### config.mk
export PLATFORM = sky130hd
export DESIGN_NAME = fsmc_mailbox_flat
export DESIGN_NICKNAME = d
export VERILOG_FILES = /design/src/rtl/fsmc_mailbox_pkg.sv /design/src/rtl/fsmc_mailbox_if.sv /design/src/rtl/fsmc_mailbox_fifo.sv /design/src/rtl/fsmc_mailbox.sv /design/src/flat_wrapper.sv
export SDC_FILE = /design/constraint.sdc
export NUM_CORES = 1
export LEC_CHECK = 0
export BUFFER_PORTS_ARGS = -buffer_cell sky130_fd_sc_hd__buf_2
export CORE_ASPECT_RATIO = 1.25
export CORE_MARGIN = 3
export CORE_UTILIZATION = 62
export DETAILED_ROUTE_END_ITERATION = 10
export PLACE_DENSITY = 0.79
export SETUP_SLACK_MARGIN = 0.5
export SYNTH_ARGS = -nofsm -noshare
export SYNTH_HDL_FRONTEND = slang
export SYNTH_SLANG_ARGS = --single-unit
### constraint.sdc
create_clock -name clk -period 3.7 [get_ports clk]
set_input_delay 0.37 -clock clk [delete_from_list [all_inputs] [get_ports clk]]
set_output_delay 0.37 -clock clk [all_outputs]
set_load 0.02 [all_outputs]
### src/rtl/fsmc_mailbox_pkg.sv
// Shared constants for the FSMC mailbox: register addresses, status bit
// positions, flush bit positions and the packed status word layout.
package fsmc_mailbox_pkg;

    localparam int MBOX_ADR_DATA    = 0;
    localparam int MBOX_ADR_STATUS  = 1;
    localparam int MBOX_ADR_H2F_LVL = 2;
    localparam int MBOX_ADR_F2H_LVL = 3;

    localparam int ST_H2F_FULL  = 0;
    localparam int ST_H2F_EMPTY = 1;
    localparam int ST_F2H_FULL  = 2;
    localparam int ST_F2H_EMPTY = 3;
    localparam int ST_H2F_OVF   = 4;
    localparam int ST_F2H_UNF   = 5;

    localparam int FL_H2F = 0;
    localparam int FL_F2H = 1;

    // Last member lands on bit 0, so the field order mirrors the bit indices above.
    typedef struct packed {
        logic f2h_unf;
        logic h2f_ovf;
        logic f2h_empty;
        logic f2h_full;
        logic h2f_empty;
        logic h2f_full;
    } mbox_status_t;

endpackage

### src/rtl/fsmc_mailbox_if.sv
// Bus-side strobes plus the two fabric streams of the mailbox, grouped so the
// bus slave and fabric see one bundle. slave = mailbox side, master = driver side.
interface fsmc_mailbox_if #(
    parameter int ADRW = 2,
    parameter int DATW = 8
);
    logic [ADRW-1:0] rw_adr;
    logic            do_write;
    logic [DATW-1:0] w_data;
    logic            do_read;
    logic [DATW-1:0] read_data;

    logic            h2f_valid;
    logic [DATW-1:0] h2f_data;
    logic            h2f_ready;

    logic            f2h_valid;
    logic [DATW-1:0] f2h_data;
    logic            f2h_ready;

    logic            irq;

    modport slave (
        input  rw_adr, do_write, w_data, do_read, h2f_ready, f2h_valid, f2h_data,
        output read_data, h2f_valid, h2f_data, f2h_ready, irq
    );

    modport master (
        output rw_adr, do_write, w_data, do_read, h2f_ready, f2h_valid, f2h_data,
        input  read_data, h2f_valid, h2f_data, f2h_ready, irq
    );
endinterface

### src/rtl/fsmc_mailbox_fifo.sv
// Distributed-memory FIFO with show-ahead head, flush and fill level. Pointers
// carry one extra wrap bit so full and empty are told apart without a counter.
module mbox_fifo #(
    parameter int DATW  = 8,
    parameter int DEPTH = 16,
    localparam int LW   = $clog2(DEPTH) + 1
) (
    input  logic            clk,
    input  logic            nrst,
    input  logic            i_push,
    input  logic            i_pop,
    input  logic            i_flush,
    input  logic [DATW-1:0] i_wdata,
    output logic [DATW-1:0] o_head,
    output logic            o_full,
    output logic            o_empty,
    output logic [LW-1:0]   o_level
);

    logic [DATW-1:0] r_mem [DEPTH];
    logic [LW-1:0]   r_wr_ptr;
    logic [LW-1:0]   r_rd_ptr;

    logic w_full;
    logic w_empty;
    logic w_pop;
    logic w_push;

    assign w_empty = (r_wr_ptr == r_rd_ptr);
    assign w_full  = (r_wr_ptr[LW-1] != r_rd_ptr[LW-1]) &&
                     (r_wr_ptr[LW-2:0] == r_rd_ptr[LW-2:0]);

    // A pop on an empty FIFO does nothing, so a push there never falls through.
    // A push on a full FIFO is only taken when a pop frees the slot this cycle.
    assign w_pop  = i_pop & ~w_empty;
    assign w_push = i_push & (~w_full | w_pop);

    always_ff @(posedge clk or negedge nrst) begin
        if (!nrst) begin
            r_wr_ptr <= '0;
            r_rd_ptr <= '0;
        end else if (i_flush) begin
            r_wr_ptr <= '0;
            r_rd_ptr <= '0;
        end else begin
            if (w_push) begin
                r_wr_ptr <= r_wr_ptr + LW'(1);
            end
            if (w_pop) begin
                r_rd_ptr <= r_rd_ptr + LW'(1);
            end
        end
    end

    always_ff @(posedge clk) begin
        if (w_push && !i_flush) begin
            r_mem[r_wr_ptr[LW-2:0]] <= i_wdata;
        end
    end

    assign o_head  = r_mem[r_rd_ptr[LW-2:0]];
    assign o_full  = w_full;
    assign o_empty = w_empty;
    assign o_level = r_wr_ptr - r_rd_ptr;

endmodule

### src/rtl/fsmc_mailbox.sv
// Register-mapped mailbox behind the FSMC bus slave: h2f and f2h FIFOs, status,
// levels and sticky error flags. Define FSMC_MBOX_IRQ_EN for a registered irq.
module fsmc_mailbox
    import fsmc_mailbox_pkg::*;
#(
    parameter int ADRW  = 2,
    parameter int DATW  = 8,
    parameter int DEPTH = 16,
    localparam int LW   = $clog2(DEPTH) + 1
) (
    input  logic               clk,
    input  logic               nrst,
    fsmc_mailbox_if.slave      bus
);

    logic            w_rd;
    logic            w_wr;
    logic            w_sel_data;
    logic            w_sel_status;
    logic            w_sel_h2f_lvl;
    logic            w_sel_f2h_lvl;

    logic [DATW-1:0] w_h2f_head;
    logic            w_h2f_full;
    logic            w_h2f_empty;
    logic [LW-1:0]   w_h2f_level;
    logic            w_h2f_push;
    logic            w_h2f_pop;
    logic            w_h2f_flush;

    logic [DATW-1:0] w_f2h_head;
    logic            w_f2h_full;
    logic            w_f2h_empty;
    logic [LW-1:0]   w_f2h_level;
    logic            w_f2h_push;
    logic            w_f2h_pop;
    logic            w_f2h_flush;

    logic            w_ovf_set;
    logic            w_ovf_clr;
    logic            w_unf_set;
    logic            w_unf_clr;
    logic            r_h2f_ovf;
    logic            r_f2h_unf;

    mbox_status_t    w_status;
    logic [DATW-1:0] w_read_data;

    // Read has priority: a write strobe coincident with a read is dropped.
    assign w_rd = bus.do_read;
    assign w_wr = bus.do_write & ~bus.do_read;

    assign w_sel_data    = (bus.rw_adr == ADRW'(MBOX_ADR_DATA));
    assign w_sel_status  = (bus.rw_adr == ADRW'(MBOX_ADR_STATUS));
    assign w_sel_h2f_lvl = (bus.rw_adr == ADRW'(MBOX_ADR_H2F_LVL));
    assign w_sel_f2h_lvl = (bus.rw_adr == ADRW'(MBOX_ADR_F2H_LVL));

    assign w_h2f_flush = w_wr & w_sel_f2h_lvl & bus.w_data[FL_H2F];
    assign w_f2h_flush = w_wr & w_sel_f2h_lvl & bus.w_data[FL_F2H];

    assign w_h2f_push = w_wr & w_sel_data;
    assign w_h2f_pop  = ~w_h2f_empty & bus.h2f_ready;

    // f2h_ready is simply !full, so the producer never relies on a pop bypass.
    assign w_f2h_push = bus.f2h_valid & ~w_f2h_full;
    assign w_f2h_pop  = w_rd & w_sel_data & ~w_f2h_empty;

    mbox_fifo #(
        .DATW  (DATW),
        .DEPTH (DEPTH)
    ) u_h2f (
        .clk     (clk),
        .nrst    (nrst),
        .i_push  (w_h2f_push),
        .i_pop   (w_h2f_pop),
        .i_flush (w_h2f_flush),
        .i_wdata (bus.w_data),
        .o_head  (w_h2f_head),
        .o_full  (w_h2f_full),
        .o_empty (w_h2f_empty),
        .o_level (w_h2f_level)
    );

    mbox_fifo #(
        .DATW  (DATW),
        .DEPTH (DEPTH)
    ) u_f2h (
        .clk     (clk),
        .nrst    (nrst),
        .i_push  (w_f2h_push),
        .i_pop   (w_f2h_pop),
        .i_flush (w_f2h_flush),
        .i_wdata (bus.f2h_data),
        .o_head  (w_f2h_head),
        .o_full  (w_f2h_full),
        .o_empty (w_f2h_empty),
        .o_level (w_f2h_level)
    );

    // A flushed FIFO loses the push without flagging overflow.
    assign w_ovf_set = w_h2f_push & w_h2f_full & ~w_h2f_pop & ~w_h2f_flush;
    assign w_unf_set = w_rd & w_sel_data & w_f2h_empty;
    assign w_ovf_clr = w_wr & w_sel_status & bus.w_data[ST_H2F_OVF];
    assign w_unf_clr = w_wr & w_sel_status & bus.w_data[ST_F2H_UNF];

    always_ff @(posedge clk or negedge nrst) begin
        if (!nrst) begin
            r_h2f_ovf <= 1'b0;
            r_f2h_unf <= 1'b0;
        end else begin
            if (w_ovf_set) begin
                r_h2f_ovf <= 1'b1;
            end else if (w_ovf_clr) begin
                r_h2f_ovf <= 1'b0;
            end
            if (w_unf_set) begin
                r_f2h_unf <= 1'b1;
            end else if (w_unf_clr) begin
                r_f2h_unf <= 1'b0;
            end
        end
    end

    always_comb begin
        w_status           = '0;
        w_status.h2f_full  = w_h2f_full;
        w_status.h2f_empty = w_h2f_empty;
        w_status.f2h_full  = w_f2h_full;
        w_status.f2h_empty = w_f2h_empty;
        w_status.h2f_ovf   = r_h2f_ovf;
        w_status.f2h_unf   = r_f2h_unf;
    end

    // The bus slave latches this on the do_read edge, the same edge that pops.
    always_comb begin
        w_read_data = '0;
        if (w_sel_data) begin
            w_read_data = w_f2h_empty ? '0 : w_f2h_head;
        end else if (w_sel_status) begin
            w_read_data = DATW'(w_status);
        end else if (w_sel_h2f_lvl) begin
            w_read_data = DATW'(w_h2f_level);
        end else if (w_sel_f2h_lvl) begin
            w_read_data = DATW'(w_f2h_level);
        end
    end

    assign bus.read_data = w_read_data;
    assign bus.h2f_valid = ~w_h2f_empty;
    assign bus.h2f_data  = w_h2f_head;
    assign bus.f2h_ready = ~w_f2h_full;

`ifdef FSMC_MBOX_IRQ_EN
    logic r_irq;

    always_ff @(posedge clk or negedge nrst) begin
        if (!nrst) begin
            r_irq <= 1'b0;
        end else begin
            r_irq <= ~w_f2h_empty | r_h2f_ovf | r_f2h_unf;
        end
    end

    assign bus.irq = r_irq;
`else
    assign bus.irq = 1'b0;
`endif

endmodule
### src/flat_wrapper.sv
// flat-port wrapper written by rule: the top's interface ports become plain ports
module fsmc_mailbox_flat import fsmc_mailbox_pkg::*;
#(
    parameter int ADRW  = 2,
    parameter int DATW  = 8,
    parameter int DEPTH = 16,
    localparam int LW   = $clog2(DEPTH) + 1
)
  (clk, nrst, bus_rw_adr, bus_do_write, bus_w_data, bus_do_read, bus_h2f_ready, bus_f2h_valid, bus_f2h_data, bus_read_data, bus_h2f_valid, bus_h2f_data, bus_f2h_ready, bus_irq);
  fsmc_mailbox_if #(.ADRW(ADRW), .DATW(DATW)) bus_i ();
  input  logic clk;
  input  logic nrst;
  input wire logic [$bits(bus_i.rw_adr)-1:0] bus_rw_adr;
  input wire logic [$bits(bus_i.do_write)-1:0] bus_do_write;
  input wire logic [$bits(bus_i.w_data)-1:0] bus_w_data;
  input wire logic [$bits(bus_i.do_read)-1:0] bus_do_read;
  input wire logic [$bits(bus_i.h2f_ready)-1:0] bus_h2f_ready;
  input wire logic [$bits(bus_i.f2h_valid)-1:0] bus_f2h_valid;
  input wire logic [$bits(bus_i.f2h_data)-1:0] bus_f2h_data;
  output wire logic [$bits(bus_i.read_data)-1:0] bus_read_data;
  output wire logic [$bits(bus_i.h2f_valid)-1:0] bus_h2f_valid;
  output wire logic [$bits(bus_i.h2f_data)-1:0] bus_h2f_data;
  output wire logic [$bits(bus_i.f2h_ready)-1:0] bus_f2h_ready;
  output wire logic [$bits(bus_i.irq)-1:0] bus_irq;
  assign bus_i.rw_adr = bus_rw_adr;
  assign bus_i.do_write = bus_do_write;
  assign bus_i.w_data = bus_w_data;
  assign bus_i.do_read = bus_do_read;
  assign bus_i.h2f_ready = bus_h2f_ready;
  assign bus_i.f2h_valid = bus_f2h_valid;
  assign bus_i.f2h_data = bus_f2h_data;
  assign bus_read_data = bus_i.read_data;
  assign bus_h2f_valid = bus_i.h2f_valid;
  assign bus_h2f_data = bus_i.h2f_data;
  assign bus_f2h_ready = bus_i.f2h_ready;
  assign bus_irq = bus_i.irq;
  fsmc_mailbox #(.ADRW(ADRW), .DATW(DATW), .DEPTH(DEPTH)) u_core (.clk(clk), .nrst(nrst), .bus(bus_i));
endmodule
### Yosys cells after proc, flatten, opt, wreduce, memory -nomap -nowiden

Memory sizes are Yosys's and may differ from the RTL's.
Cells that the tools add are included.

| cells by class | value |
|---|---|
| bitwise gates (word level) | 29 |
| reduce and logical (&&, ||, !) cells | 13 |
| eq/ne operators | 9 |
| muxes and demuxes | 21 |
| add/subtract/negate cells | 6 |

Operator list:

| cell | count |
|---|---|
| two-way mux 5 bit | 9 |
| two-way mux 8 bit | 4 |
| adder 5 x 1 -> 5 bit, second input constant | 4 |
| AND 1 bit | 20 |
| nonzero test 2 bit | 6 |
| equality test 5 bit | 2 |
| subtractor 5 bit | 2 |
| equality test 4 bit | 2 |
| two-way mux 1 bit | 8 |
| inverter 1 bit | 7 |
| equality test 2 bit, second input constant | 2 |
| logical AND 1 bit | 4 |
| equality test 2 x 1 -> 1 bit, second input constant | 1 |
| zero test 1 bit | 2 |
| zero test 2 bit | 1 |
| inequality test 1 bit | 2 |
| OR 1 bit | 2 |

| storage, ports and cells | value |
|---|---|
| bits in registers | 22 |
| RAM bits | 256 |
| output and inout port bits | 19 |
| word-level logic and storage cells | 86 |
| memories kept | 2 |
| bits of input ports | 24 |

Memory list:

| memory | words | bits a word | read ports | clocked after memory_dff | wr ports | RTL line | source |
|---|---|---|---|---|---|---|---|
| u_core.u_f2h.r_mem | 16 | 8 | 1 | 0 | 1 | fsmc_mailbox_fifo.sv:20 | `logic [DATW-1:0] r_mem [DEPTH];` |
| u_core.u_h2f.r_mem | 16 | 8 | 1 | 0 | 1 | fsmc_mailbox_fifo.sv:20 |  |

### Depth between registers and ports, before layout

Gate-level depths: netlist (run 1).

| depth | value |
|---|---|
| word-level depth | 9 |
| depth in mapped cells | 8 |

### Modules after synthesis

Synthesis (run 1) repeated with hierarchy kept, for this count alone.

| unflattened totals | value |
|---|---|
| cells, all modules | 677 |
| area total of the unflattened synthesis | 11915.2 sq um |

By module, submodules not included:

| module | times used | cells an instance | area an instance (sq um) |
|---|---|---|---|
| mbox_fifo (u_core.u_h2f) | 1 | 313 | 5786.8 |
| mbox_fifo (u_core.u_f2h) | 1 | 317 | 5761.8 |
| fsmc_mailbox | 1 | 47 | 366.6 |

### Least setup slack after synthesis (run 1)

Ideal clock, no wire load.

| path | value |
|---|---|
| kind | flip-flop to flip-flop |
| from | reg u_core.u_h2f.r_rd_ptr[1] |
| to | mem u_core.u_h2f.r_mem[0][0], enable pin |
| library setup time | 383 ps |
| data arrival time | 2491 ps |
| period minus slack after synthesis | 2874 ps |
| setup slack | 826 ps |
| stages on the path, launching flop included | 9 |
| path buffers | 2 |
| data required time | 3317 ps |
| cell sequence | dfrtp_1 -> clkbuf_1 -> clkbuf_1 -> inv_1 -> ha_1 -> nand4_1 -> o31a_1 -> nand2_1 -> nor3_1 |

| on the way | value |
|---|---|
| word-level cells in the longest chain between the ends | 9 |
| elaborated cells on any way between the ends | 12 |
| those cells by class | eq/ne: 2; mux: 2; bitwise: 6; reduce/logical: 2 |

Ends and longest elaborated chain:

| what | RTL line | source |
|---|---|---|
| from (decl) | fsmc_mailbox_fifo.sv:22 | `logic [LW-1:0] r_rd_ptr;` |
| from (signal assigned) | fsmc_mailbox_fifo.sv:50 | `r_rd_ptr <= r_rd_ptr + LW'(1);` |
| equality test 5 bit | fsmc_mailbox_fifo.sv:29 | `assign w_empty = (r_wr_ptr == r_rd_ptr);` |
| inverter 1 bit | fsmc_mailbox_fifo.sv:35, fsmc_mailbox.sv:62 |  |
| AND 1 bit | fsmc_mailbox.sv:62 | `assign w_h2f_pop = ~w_h2f_empty & bus.h2f_ready;` |
| AND 1 bit | fsmc_mailbox_fifo.sv:35 | `assign w_pop = i_pop & ~w_empty;` |
| OR 1 bit (*) | fsmc_mailbox_fifo.sv:36 | `assign w_push = i_push & (~w_full \| w_pop);` |
| AND 1 bit (*) | fsmc_mailbox_fifo.sv:36 |  |
| logical AND 1 bit (*) | fsmc_mailbox_fifo.sv:56 | `if (w_push && !i_flush) begin` |
| two-way mux 1 bit (*) | fsmc_mailbox_fifo.sv:56 |  |
| two-way mux 1 bit (not written as such) (*) | fsmc_mailbox_fifo.sv:57 | `r_mem[r_wr_ptr[LW-2:0]] <= i_wdata;` |
| to (decl) | fsmc_mailbox_fifo.sv:20 |  |

Every way passes the cells marked *; elsewhere a longest branch is shown, timed or not.

### Worst setup path in the final report (run 1)

| path | value |
|---|---|
| from | reg u_core.u_f2h.r_wr_ptr[0] |
| to | out bus_read_data[4] |

| on the way | value |
|---|---|
| word-level cells in the longest chain between the ends | 5 |
| elaborated cells on any way between the ends | 7 |
| those cells by class | add/sub: 1; eq/ne: 1; mux: 5 |

Ends and longest elaborated chain:

| what | RTL line | source |
|---|---|---|
| from (decl) | fsmc_mailbox_fifo.sv:21 | `logic [LW-1:0] r_wr_ptr;` |
| from (signal assigned) | fsmc_mailbox_fifo.sv:47 | `r_wr_ptr <= r_wr_ptr + LW'(1);` |
| subtractor 5 bit | fsmc_mailbox_fifo.sv:64 | `assign o_level = r_wr_ptr - r_rd_ptr;` |
| two-way mux 5 bit | fsmc_mailbox.sv:143 | `end else if (w_sel_f2h_lvl) begin` |
| two-way mux 8 bit | fsmc_mailbox.sv:141 | `end else if (w_sel_h2f_lvl) begin` |
| two-way mux 8 bit | fsmc_mailbox.sv:139 | `end else if (w_sel_status) begin` |
| two-way mux 8 bit (*) | fsmc_mailbox.sv:137 | `if (w_sel_data) begin` |
| to (decl) | flat_wrapper.sv:20 | `output wire logic [$bits(bus_i.read_data)-1:0] bus_read_data;` |

Marked as above.

==> results of run 1 <==
## final cells by class
type,count,area [um^2]
fill,1120,5320
tap,228,285
clock buffer,37,733
inverter,16,60.1
clock inverter,11,82.6
sequential,278,8250
timing repair buffer,59,362
multi-input combinational,289,3220
## flip-flops by register name (all words and copies together) (netlist names)
signal / flops
u_core.u_h2f.r_wr_ptr: 5
u_core.u_f2h.r_mem: 128
u_core.u_h2f.r_rd_ptr: 5
u_core.u_f2h.r_rd_ptr: 5
u_core.u_f2h.r_wr_ptr: 5
u_core.r_h2f_ovf: 1
u_core.u_h2f.r_mem: 128
u_core.r_f2h_unf: 1
## timing repair
| item | CTS | global route |
|---|---|---|
| hold buffers | 1 | 0 |
| pin swaps | 1 | 1 |
| endpoints found under the setup margin | 3 | 4 |
| setup buffers | 2 | 2 |
| hold endpoints to repair | 22 | 0 |
| resized for setup | 7 | 13 |
## logic make-up (layout without fill, tap and decap cells)
logic type      Yosys count  in the layout  synth area share (%)
xor+xnor                 12             12                 0.966
simple gates            107            107                  4.78
buf+inv                  45            123                  1.93
compound gates           55             55                  3.38
fa+ha+maj                20             20                  2.28
flops                   278            278                  70.7
mux                      94             94                  15.9
other cells               1              1                0.0322
## power by group through the flow
stage / logic [mW] / registers (mW) / clock network, mW
6_report: 3.01 / 3.85 / 2.51
5_1_grt: 3.24 / 3.87 / 2.69
4_1_cts: 3.00 / 3.84 / 2.55
3_5_place_dp: 2.93 / 3.90 / 0
3_3_place_gp: 2.88 / 3.89 / 0
2_1_floorplan: 2.25 / 3.82 / 0
## critical path: cells and delay by family (launching register included)
family                     cells  cell delay (ns)
and+or+nand+nor                1             0.56
adders and majority gates      2             0.53
DFF                            1             0.40
AOI/OAI and AO/OA              2             0.34
buffers and inverters          3             0.31
muxes                          1             0.10
## Yosys cell counts (10+ instances only)
| master | number | area (um^2) |
|---|---|---|
| edfxtp_1 | 256 | 7690 |
| mux4_2 | 68 | 1530 |
| nor2_1 | 37 | 139 |
| dfrtp_1 | 22 | 551 |
| mux2i_1 | 21 | 210 |
| ha_1 | 18 | 225 |
| nand2_1 | 15 | 56.3 |
| clkbuf_1 | 14 | 52.6 |
| inv_1 | 14 | 52.6 |
| nand3_1 | 14 | 70.1 |
| nor3_1 | 11 | 55.1 |
| a21oi_1 | 10 | 50.1 |
| o211ai_1 | 10 | 75.1 |
## layer usage
| layer | track usage (%) | up-vias | part of all wire [%] |
|---|---|---|---|
| li1 | - | 2595 | - |
| met2 | 41.7 | 209 | 53 |
| met1 | 29.3 | 3024 | 36 |
| met3 | 3.99 | 75 | 5.3 |
| met5 | 0 | - | 0.047 |
| met4 | 11.0 | 2 | 5.0 |
## path summary, 6_finish.rpt
check / end / slack, ns / cells after the start
min in group asynchronous: u_core.u_h2f.r_wr_ptr[4]$_DFFE_PN0P_ / 0.37 / 2
hold / removal: u_core.r_f2h_unf$_DFFE_PN0P_ / 0.22 / 2
setup reg to reg: u_core.u_h2f.r_mem[9][6]$_DFFE_PP_ / 0.96 / 6
hold reg to reg: u_core.r_f2h_unf$_DFFE_PN0P_ / 0.50 / 1
setup / recovery: bus_read_data[4] / 0.56 / 9
max in group asynchronous: u_core.u_f2h.r_rd_ptr[3]$_DFFE_PN0P_ / 2.91 / 2
## stage by stage
| stage | hold slack (ns) | instances |
|---|---|---|
| after detailed placement | 0.386 | 865 |
| after CTS | 0.207 | 916 |
| after global routing | 0.226 | 918 |
| after global placement | 0.383 | 865 |
| final | 0.218 | 918 |
| after floorplan | 0.0744 | 612 |
## layout by cell type, fill, tap and decap left out, types with 4 or more instances in the layout
cell type / Yosys / final
a21oi_1: 10 / 9
buf_2: 3 / 40
buf_4: 7 / 16
clkbuf_1: 14 / 8
clkbuf_16: 0 / 27
clkinv_2: 0 / 6
dfrtp_1: 22 / 16
dfrtp_2: 0 / 6
edfxtp_1: 256 / 256
ha_1: 18 / 15
inv_1: 14 / 12
inv_2: 2 / 4
mux2i_1: 21 / 21
mux4_1: 4 / 4
mux4_2: 68 / 68
nand2_1: 15 / 15
nand2b_1: 4 / 4
nand3_1: 14 / 14
nand4_1: 4 / 4
nor2_1: 37 / 36
nor3_1: 11 / 11
o211ai_1: 10 / 10
o21ai_0: 8 / 8
o31ai_1: 4 / 4
or3_1: 4 / 4
xnor2_1: 6 / 6
xor2_1: 5 / 5
==> metrics.yaml, run 1 <==
worst_setup_path:
  required_ns: 3.33
  end_kind: "output pin"
  crit_type: "reg -> out"
  cp_cell_sequence: "inv_2, ha_2, inv_1, fa_2, a21o_1, a21oi_2, mux2i_1, or4b_4, buf_4"
  cp.arrival_ns: 2.77
  cp-start-kind: "flip-flop"
  slowest_stage: "or4b_4"
  rr_startpoint: "u_core.u_h2f.r_rd_ptr[3]$_DFFE_PN0P_"
  critPathMaxStageDelay_ns: 0.56
  worstSetupStartpoint: "u_core.u_f2h.r_wr_ptr[0]$_DFFE_PN0P_"
  cp_max_fo: 3
synthesis:
  synth_edf_count: 256
  yosysSeqAreaShare_pct: 70.7
  synthArstFlopShare_pct: 7.91
  synth_cell_type_count: 59
  synth_area_mm2: 0.0117
  syn_inst: 612
  syn_nets: 656
  ys.flop_type: "edfxtp_1"
  synth-seq-cells: 278
  synth.avg_cell_area_um2: 19.0
  ys_warn_count: 0
clocking:
  cts.path.max_buffers: 3
  cts_tree: "yes"
  cts_sinks: 278
  path_clk_slew_ns: 0.06
  cts-root-buf: "clkbuf_16"
  numCtsBuffers: 26
  htreeDepth: 1
  clk-insertion-delay-late_ns: 0.53
floorplan:
  core-area_mm2: 0.0183
  start_util_pct: 63.7
  die_w_um: 129
  rows: 55
  fp.dieArea_mm2: 0.0205
  io_pins: 43
  fp.dieH_um: 159
drt:
  ant_nets: 0
  drt_pass1_iterations: 5
  wl_per_cell_um: 25.6
  vias: 5905
  drc: 0
  drt_iter0_markers: 433
  wl_um: 23500
  avgViaCountPerCell: 6.43
layout:
  drive_above_1_share_pct: 27.8
  area_growth_pct: 11.5
  final_util_pct: 71.0
  fin_nets: 714
  diodes: 0
  final_cell_area_mm2: 0.0130
sta:
  rsz0062_at_grt: "no"
  slew_headroom_pct: 34.7
  final_hold_viol_count: 0
  worst_slew_pin_slew_ns: 0.976
  final.period_utilization_pct: 84.8
  final.min_clock_period_ns: 3.14
  finalSetupTns_ns: 0
  report.final.slew_viol_count: 0
  skew_ns: 0.00867
  report.final.setup_viol: 0
  fmax_ghz: 0.319
  fin_ws_ns: 0.564
power:
  swShare_pct: 30.9
  ir_worst_vdd_mv: 0.609
  powerDensity_mw_per_mm2: 722
  internal-power_mw: 6.48
  total_power_mw: 9.38
  pwr-share-comb_pct: 32.1
  pwr-share-clk_pct: 26.8
  seq_power_share_pct: 41.1
  p_sw_mw: 2.90
  p_leak_nw: 4.34
global_route:
  grt_pass1_vias: 6343
  antenna_found_initial: 1
  grt_pass1_wl_um: 36800
  overflow: 0
  track_usage_pct: 24.0
  grt_start_max_net_pins: 36
placement:
  gp_congestion: 0.914
  dp_hpwl_um: 15600
  port_buffers: 41
  postPlaceCellArea_mm2: 0.0121
  preCtsSetupSlack_ns: 0.885
hold_path:
  min_from: "bus_do_read"
  hp-class: "in -> reg"
outcome:
  status: "finished clean"
flow_run:
  cap_violations: 0
Power figures use the tool's default switching activity.
==> inputs of run 2 (changes only) <==
--- a/config.mk
+++ b/config.mk
@@ -8,9 +8,9 @@
 export BUFFER_PORTS_ARGS = -buffer_cell sky130_fd_sc_hd__buf_2
 export CORE_ASPECT_RATIO = 1.25
 export CORE_MARGIN = 3
-export CORE_UTILIZATION = 62
+export CORE_UTILIZATION = 56
 export DETAILED_ROUTE_END_ITERATION = 10
-export PLACE_DENSITY = 0.79
+export PLACE_DENSITY = 0.75
 export SETUP_SLACK_MARGIN = 0.5
 export SYNTH_ARGS = -nofsm -noshare
 export SYNTH_HDL_FRONTEND = slang
==> constraint.sdc (replaced) <==
create_clock -name clk -period 2.6 [get_ports clk]
set_input_delay 0.26 -clock clk [delete_from_list [all_inputs] [get_ports clk]]
set_output_delay 0.26 -clock clk [all_outputs]
set_load 0.02 [all_outputs]
==> run 2 against run 1 <==
Compared with the run above:
- critical path depth decreased by 3
- sequential power increased by 42%
- largest power group is now combinational cells
- the flow now finishes with violations (setup timing)
- clock power increased by 63%
- die area increased by 10%
- setup slack got worse by 1.0 ns
- via count increased by 12%
- critical endpoint unchanged
- power increased by 73%
==> metrics.yaml, run 2 (same netlist as run 1, synthesis figures left out) <==
global_route:
  antenna_found_initial: 0
  grt_pass1_vias: 6870
  overflow: 0
  track_usage_pct: 25.4
  grt_start_max_net_pins: 36
  grt_pass1_wl_um: 42500
worst_setup_path:
  cp.arrival_ns: 2.77
  crit_type: "reg -> out"
  worst-path-buf-inv: 2
  slowest_stage: "or4b_4"
  cp_max_fo: 4
  critPathMaxStageDelay_ns: 0.56
  required_ns: 2.34
  cp-start-kind: "flip-flop"
  end_kind: "output pin"
  crit_family: "multiplexers"
  cp_cell_sequence: "buf_4, mux4_2, mux2i_1, o22ai_1, or4b_4, buf_6"
clocking:
  cts_sinks: 278
  cts.path.max_buffers: 3
  cts_tree: "yes"
  path_clk_slew_ns: 0.07
  cts-root-buf: "clkbuf_16"
  numCtsBuffers: 27
  htreeDepth: 1
  clk-insertion-delay-late_ns: 0.55
power:
  ir_worst_vdd_mv: 0.827
  p_leak_nw: 5.08
  powerDensity_mw_per_mm2: 1070
drt:
  ant_nets: 0
  wl_um: 28600
  wl_per_cell_um: 27.2
  vias: 6605
  avgViaCountPerCell: 6.28
  drt_pass1_iterations: 5
  drt_iter0_markers: 595
  drc: 0
floorplan:
  io_pins: 43
  rows: 58
  fp.dieArea_mm2: 0.0226
  die_w_um: 135
  start_util_pct: 57.4
  fp.dieH_um: 167
  core-area_mm2: 0.0203
sta:
  final_hold_viol_count: 0
  skew_ns: 0.0119
  slew_headroom_pct: 56.0
  rsz0062_at_grt: "yes"
  final.period_utilization_pct: 117
  final.min_clock_period_ns: 3.03
  report.final.slew_viol_count: 0
  report.final.setup_viol: 16
  worst_slew_pin_slew_ns: 0.658
  fin_ws_ns: -0.434
  fmax_ghz: 0.330
placement:
  preCtsSetupSlack_ns: 0.111
  dp_hpwl_um: 16300
  port_buffers: 41
  gp_congestion: 0.849
layout:
  fill_cells: 1104
  fin_nets: 804
  final_cell_mix: "256 x edfxtp_1, 69 x mux4_2, 51 x buf_6, 43 x buf_4, 28 x clkbuf_16"
  area_growth_pct: 29.6
  layout_commonest_cell: "edfxtp_1"
  final_util_pct: 74.3
  drive_above_1_share_pct: 45.6
  diodes: 0
outcome:
  status: "complete, but fails checks"
  violations: "setup timing"
flow_run:
  cap_violations: 0
hold_path:
  hp-class: "in -> reg"
[run 2: worst register-to-register path, stage by stage (launching register included)]
cell and delay, ns:
dfrtp_2 0.51, inv_8 0.06, ha_4 0.29, nand4_4 0.13, buf_6 0.16, buf_6 0.10, buf_6 0.11, o21a_4 0.25
nand3_4 0.12, buf_6 0.17, nor2_4 0.05, buf_12 0.16
[run 2: timing repair]
item | CTS | global route
endpoints found under the setup margin | 262 | 235
cloned | 6 | 1
pin swaps | 37 | 17
setup buffers | 58 | 15
gates resized for setup | 99 | 40
hold buffers | 1 | 0
hold endpoints to repair | 22 | 0
[run 2: where the power goes]
group	switching, mW	internal, mW	leakage (nW)
combinational	3.19	3.47	2.05
sequential	0.259	5.22	2.58
clock	1.74	2.34	0.446
[run 2: final timing paths]
path                                                       from                                   end  slack, ns  cells past startpoint
setup / recovery           u_core.u_f2h.r_rd_ptr[0]$_DFFE_PN0P_                      bus_read_data[4]      -0.43                      6
hold / removal                                  bus_f2h_data[7]    u_core.u_f2h.r_mem[7][7]$_DFFE_PP_        0.1                      1
setup reg to reg           u_core.u_f2h.r_rd_ptr[1]$_DFFE_PN0P_    u_core.u_f2h.r_mem[4][0]$_DFFE_PP_       0.24                     11
hold reg to reg                    u_core.r_h2f_ovf$_DFFE_PN0P_          u_core.r_h2f_ovf$_DFFE_PN0P_       0.53                      2
max in group asynchronous                                  nrst  u_core.u_f2h.r_wr_ptr[1]$_DFFE_PN0P_       1.98                      2
min in group asynchronous                                  nrst  u_core.u_h2f.r_rd_ptr[1]$_DFFE_PN0P_       0.22                      2
[run 2: per-layer routing]
layer	track usage, %	part of all wire, %	up-vias
li1	-	-	2783
met2	47.6	57	304
met1	30.0	34	3442
met4	8.15	3.9	0
met5	0	0	-
met3	3.52	5.6	76
[run 2: cell type report]
class | instances | area [um^2] | share of cell area [%]
well taps | 270 | 338 | 2.24
clock buffers | 30 | 687 | 4.55
inverters | 16 | 80.1 | 0.530
clock inverters | 20 | 245 | 1.62
repair buffers | 148 | 1670 | 11.0
multi-input cells | 289 | 3840 | 25.4
flip-flops and latches | 278 | 8240 | 54.6
[run 2: metrics by stage]
step / std cells / instance area (um^2) / TNS, ns / total power [mW] / hold WS, ns
6_report: 1051 / 15100 / -3.21 / 16.2 / 0.0984
5_1_grt: 1051 / 15100 / -4.12 / 16.8 / 0.0932
4_1_cts: 1035 / 14800 / -3.22 / 15.6 / 0.0792
3_5_place_dp: 920 / 12600 / 0 / 10.3 / 0.267
3_3_place_gp: 920 / 12600 / 0 / 10.1 / 0.259
2_1_floorplan: 612 / 12100 / 0 / 9.06 / -0.0356
==> inputs of run 3 (changes only) <==
==> constraint.sdc (replaced) <==
create_clock -name clk -period 2.7 [get_ports clk]
set_input_delay 0.27 -clock clk [delete_from_list [all_inputs] [get_ports clk]]
set_output_delay 0.27 -clock clk [all_outputs]
set_load 0.02 [all_outputs]
==> run 3 against run 2 <==
Compared with the run above:
- register-to-register slack gained 0.13 ns
- combinational power is 8.0% lower
- sequential share of layout area is 2.1 points higher
- utilization fell by 2.8 points
- the flow still finishes with violations (setup timing)
- via count down 4.1%
- non-clock buffer count is 23 lower
- global-route usage is 1.3 points lower
- largest cell class unchanged
- clock skew up 0.0015 ns
==> metrics.yaml, run 3 (same netlist as run 1, synthesis figures left out) <==
sta:
  final.period_utilization_pct: 112
  fmax_ghz: 0.332
  holdWs_ns: 0.115
  rsz0062_at_grt: "yes"
  report.final.slew_viol_count: 0
  skew_ns: 0.0134
  worst_slew_pin_slew_ns: 0.700
  slew_headroom_pct: 53.2
  fin_ws_ns: -0.313
  final_hold_viol_count: 0
  final.min_clock_period_ns: 3.01
  report.final.setup_viol: 13
clocking:
  htreeDepth: 1
  clk-insertion-delay-late_ns: 0.54
  cts-root-buf: "clkbuf_16"
  cts_tree: "yes"
  numCtsBuffers: 26
  cts.path.max_buffers: 3
  cts_sinks: 278
  path_clk_slew_ns: 0.07
worst_setup_path:
  rr_startpoint: "u_core.u_f2h.r_rd_ptr[2]$_DFFE_PN0P_"
  cp-endpoint: "bus_read_data[4]"
  worstSetupStartpoint: "u_core.u_f2h.r_rd_ptr[0]$_DFFE_PN0P_"
  cp.arrival_ns: 2.74
  end_kind: "output pin"
  r2r_cells: 9
  required_ns: 2.43
  cp_max_fo: 6
  crit_type: "reg -> out"
  ff2ff_setup_slack_ns: 0.37
  cp_cell_sequence: "ha_4, inv_2, fa_2, a21o_1, a21oi_2, mux2i_1, or4b_4, buf_6"
  timing.rr.end: "u_core.u_f2h.r_mem[1][2]$_DFFE_PP_"
  critPathMaxStageDelay_ns: 0.54
  slowest_stage: "or4b_4"
  cp-start-kind: "flip-flop"
global_route:
  antenna_found_initial: 0
  grt_pass1_vias: 6685
  grt_pass1_wl_um: 40700
  track_usage_pct: 24.1
  grt_start_max_net_pins: 36
  overflow: 0
drt:
  drt_pass1_iterations: 4
  vias: 6332
  drc: 0
  drt_iter0_markers: 550
  ant_nets: 0
  m1WireLength_um: 9510
  met3WireLength_um: 1040
  routed.top_layer: "met4"
  wl_um: 27300
  wl_per_cell_um: 26.7
  avgViaCountPerCell: 6.17
  met2_length_um: 15400
layout:
  layout_commonest_cell: "edfxtp_1"
  fin_nets: 780
  final_cell_area_mm2: 0.0145
  diodes: 0
  layoutNonFillerInstCount: 1026
  drive_above_1_share_pct: 42.5
  final_cell_mix: "256 x edfxtp_1, 70 x mux4_2, 47 x buf_4, 31 x buf_6, 27 x clkbuf_16"
  area_growth_pct: 24.7
  final_util_pct: 71.5
hold_path:
  hp-class: "in -> reg"
power:
  ir_worst_vdd_mv: 0.808
  p_leak_nw: 4.89
  powerDensity_mw_per_mm2: 1030
  total_power_mw: 15.0
floorplan:
  io_pins: 43
  die_w_um: 135
  core-area_mm2: 0.0203
  rows: 58
  fp.dieH_um: 167
  fp.dieArea_mm2: 0.0226
  start_util_pct: 57.4
placement:
  postPlaceCellArea_mm2: 0.0126
  dp_hpwl_um: 15900
  dp_cells: 926
  port_buffers: 41
  gp_congestion: 0.828
outcome:
  status: "complete, but fails checks"
  violations: "setup timing"
flow_run:
  cap_violations: 0
==> run 3: cell count changes in the layout (fill, tap and decap cells not counted), moves of 3 or more <==
cell / before / now
nor2_4: 26 / 20
buf_4: 43 / 47
nor2_1: 11 / 15
mux2i_1: 15 / 18
buf_6: 51 / 31
mux2i_4: 4 / 1
buf_12: 22 / 15
==> run 3: routing by layer <==
| metal | GRT usage [%] | up-vias |
|---|---|---|
| met5 | 0 | - |
| met4 | 8.72 | 0 |
| met3 | 2.70 | 83 |
| met2 | 45.6 | 218 |
| met1 | 28.1 | 3288 |
| li1 | - | 2743 |
==> run 3: stage by stage <==
| step | TNS [ns] | setup WS (ns) |
|---|---|---|
| 5_1_grt | -2.04 | -0.379 |
| 4_1_cts | -1.24 | -0.206 |
| 3_3_place_gp | 0 | 0.136 |
| 6_report | -1.26 | -0.313 |
| 3_5_place_dp | 0 | 0.0695 |
| 2_1_floorplan | 0 | 0.346 |
==> run 3: what timing repair did <==
action	CTS	global route
resized for setup	90	38
setup buffers	37	10
gates cloned	4	0
setup endpoints to repair	190	138
hold buffers	1	0
hold endpoints to repair	22	0
pin swaps	21	16
==> run 3: how the worst min path moves through the flow <==
stage	depth (start not counted)	slack [ns]	from	to
4_1_cts	1	0.11	bus_f2h_data[6]	u_core.u_f2h.r_mem[3][6]$_DFFE_PP_
6_report	1	0.12	bus_f2h_data[6]	u_core.u_f2h.r_mem[11][6]$_DFFE_PP_
3_3_place_gp	1	0.28	nrst	u_core.u_h2f.r_rd_ptr[4]$_DFFE_PN0P_
3_5_place_dp	1	0.28	nrst	u_core.u_h2f.r_rd_ptr[3]$_DFFE_PN0P_
5_1_grt	1	0.13	bus_w_data[7]	u_core.u_h2f.r_mem[10][7]$_DFFE_PP_
2_1_floorplan	0	-0.03	nrst	u_core.r_f2h_unf$_DFFE_PN0P_
==> run 3: final cells by class <==
type	instances	area (um^2)
Multi-Input combinational cell	289	3710
Fill cell	1186	5780
Clock buffer	32	694
Sequential cell	278	8250
Timing Repair Buffer	125	1310
Tap cell	270	338
Inverter	16	82.6
Clock inverter	16	155
==> run 3: critical path, delay by kind of cell (launching register included) <==
kind / cells / cell delay (ns)
and+or+nand+nor: 1 / 0.54
adders and majority gates: 2 / 0.52
DFF: 1 / 0.47
AOI/OAI and AO/OA: 2 / 0.34
buffers and inverters: 2 / 0.19
muxes: 1 / 0.15
==> run 3: report_power, final <==
group          total [mW]  leakage [nW]  internal [mW]  switching [mW]
Sequential           5.27          2.58           5.03           0.238
Combinational        6.13          1.90           3.15            2.98
Clock                3.63         0.415           2.11            1.52
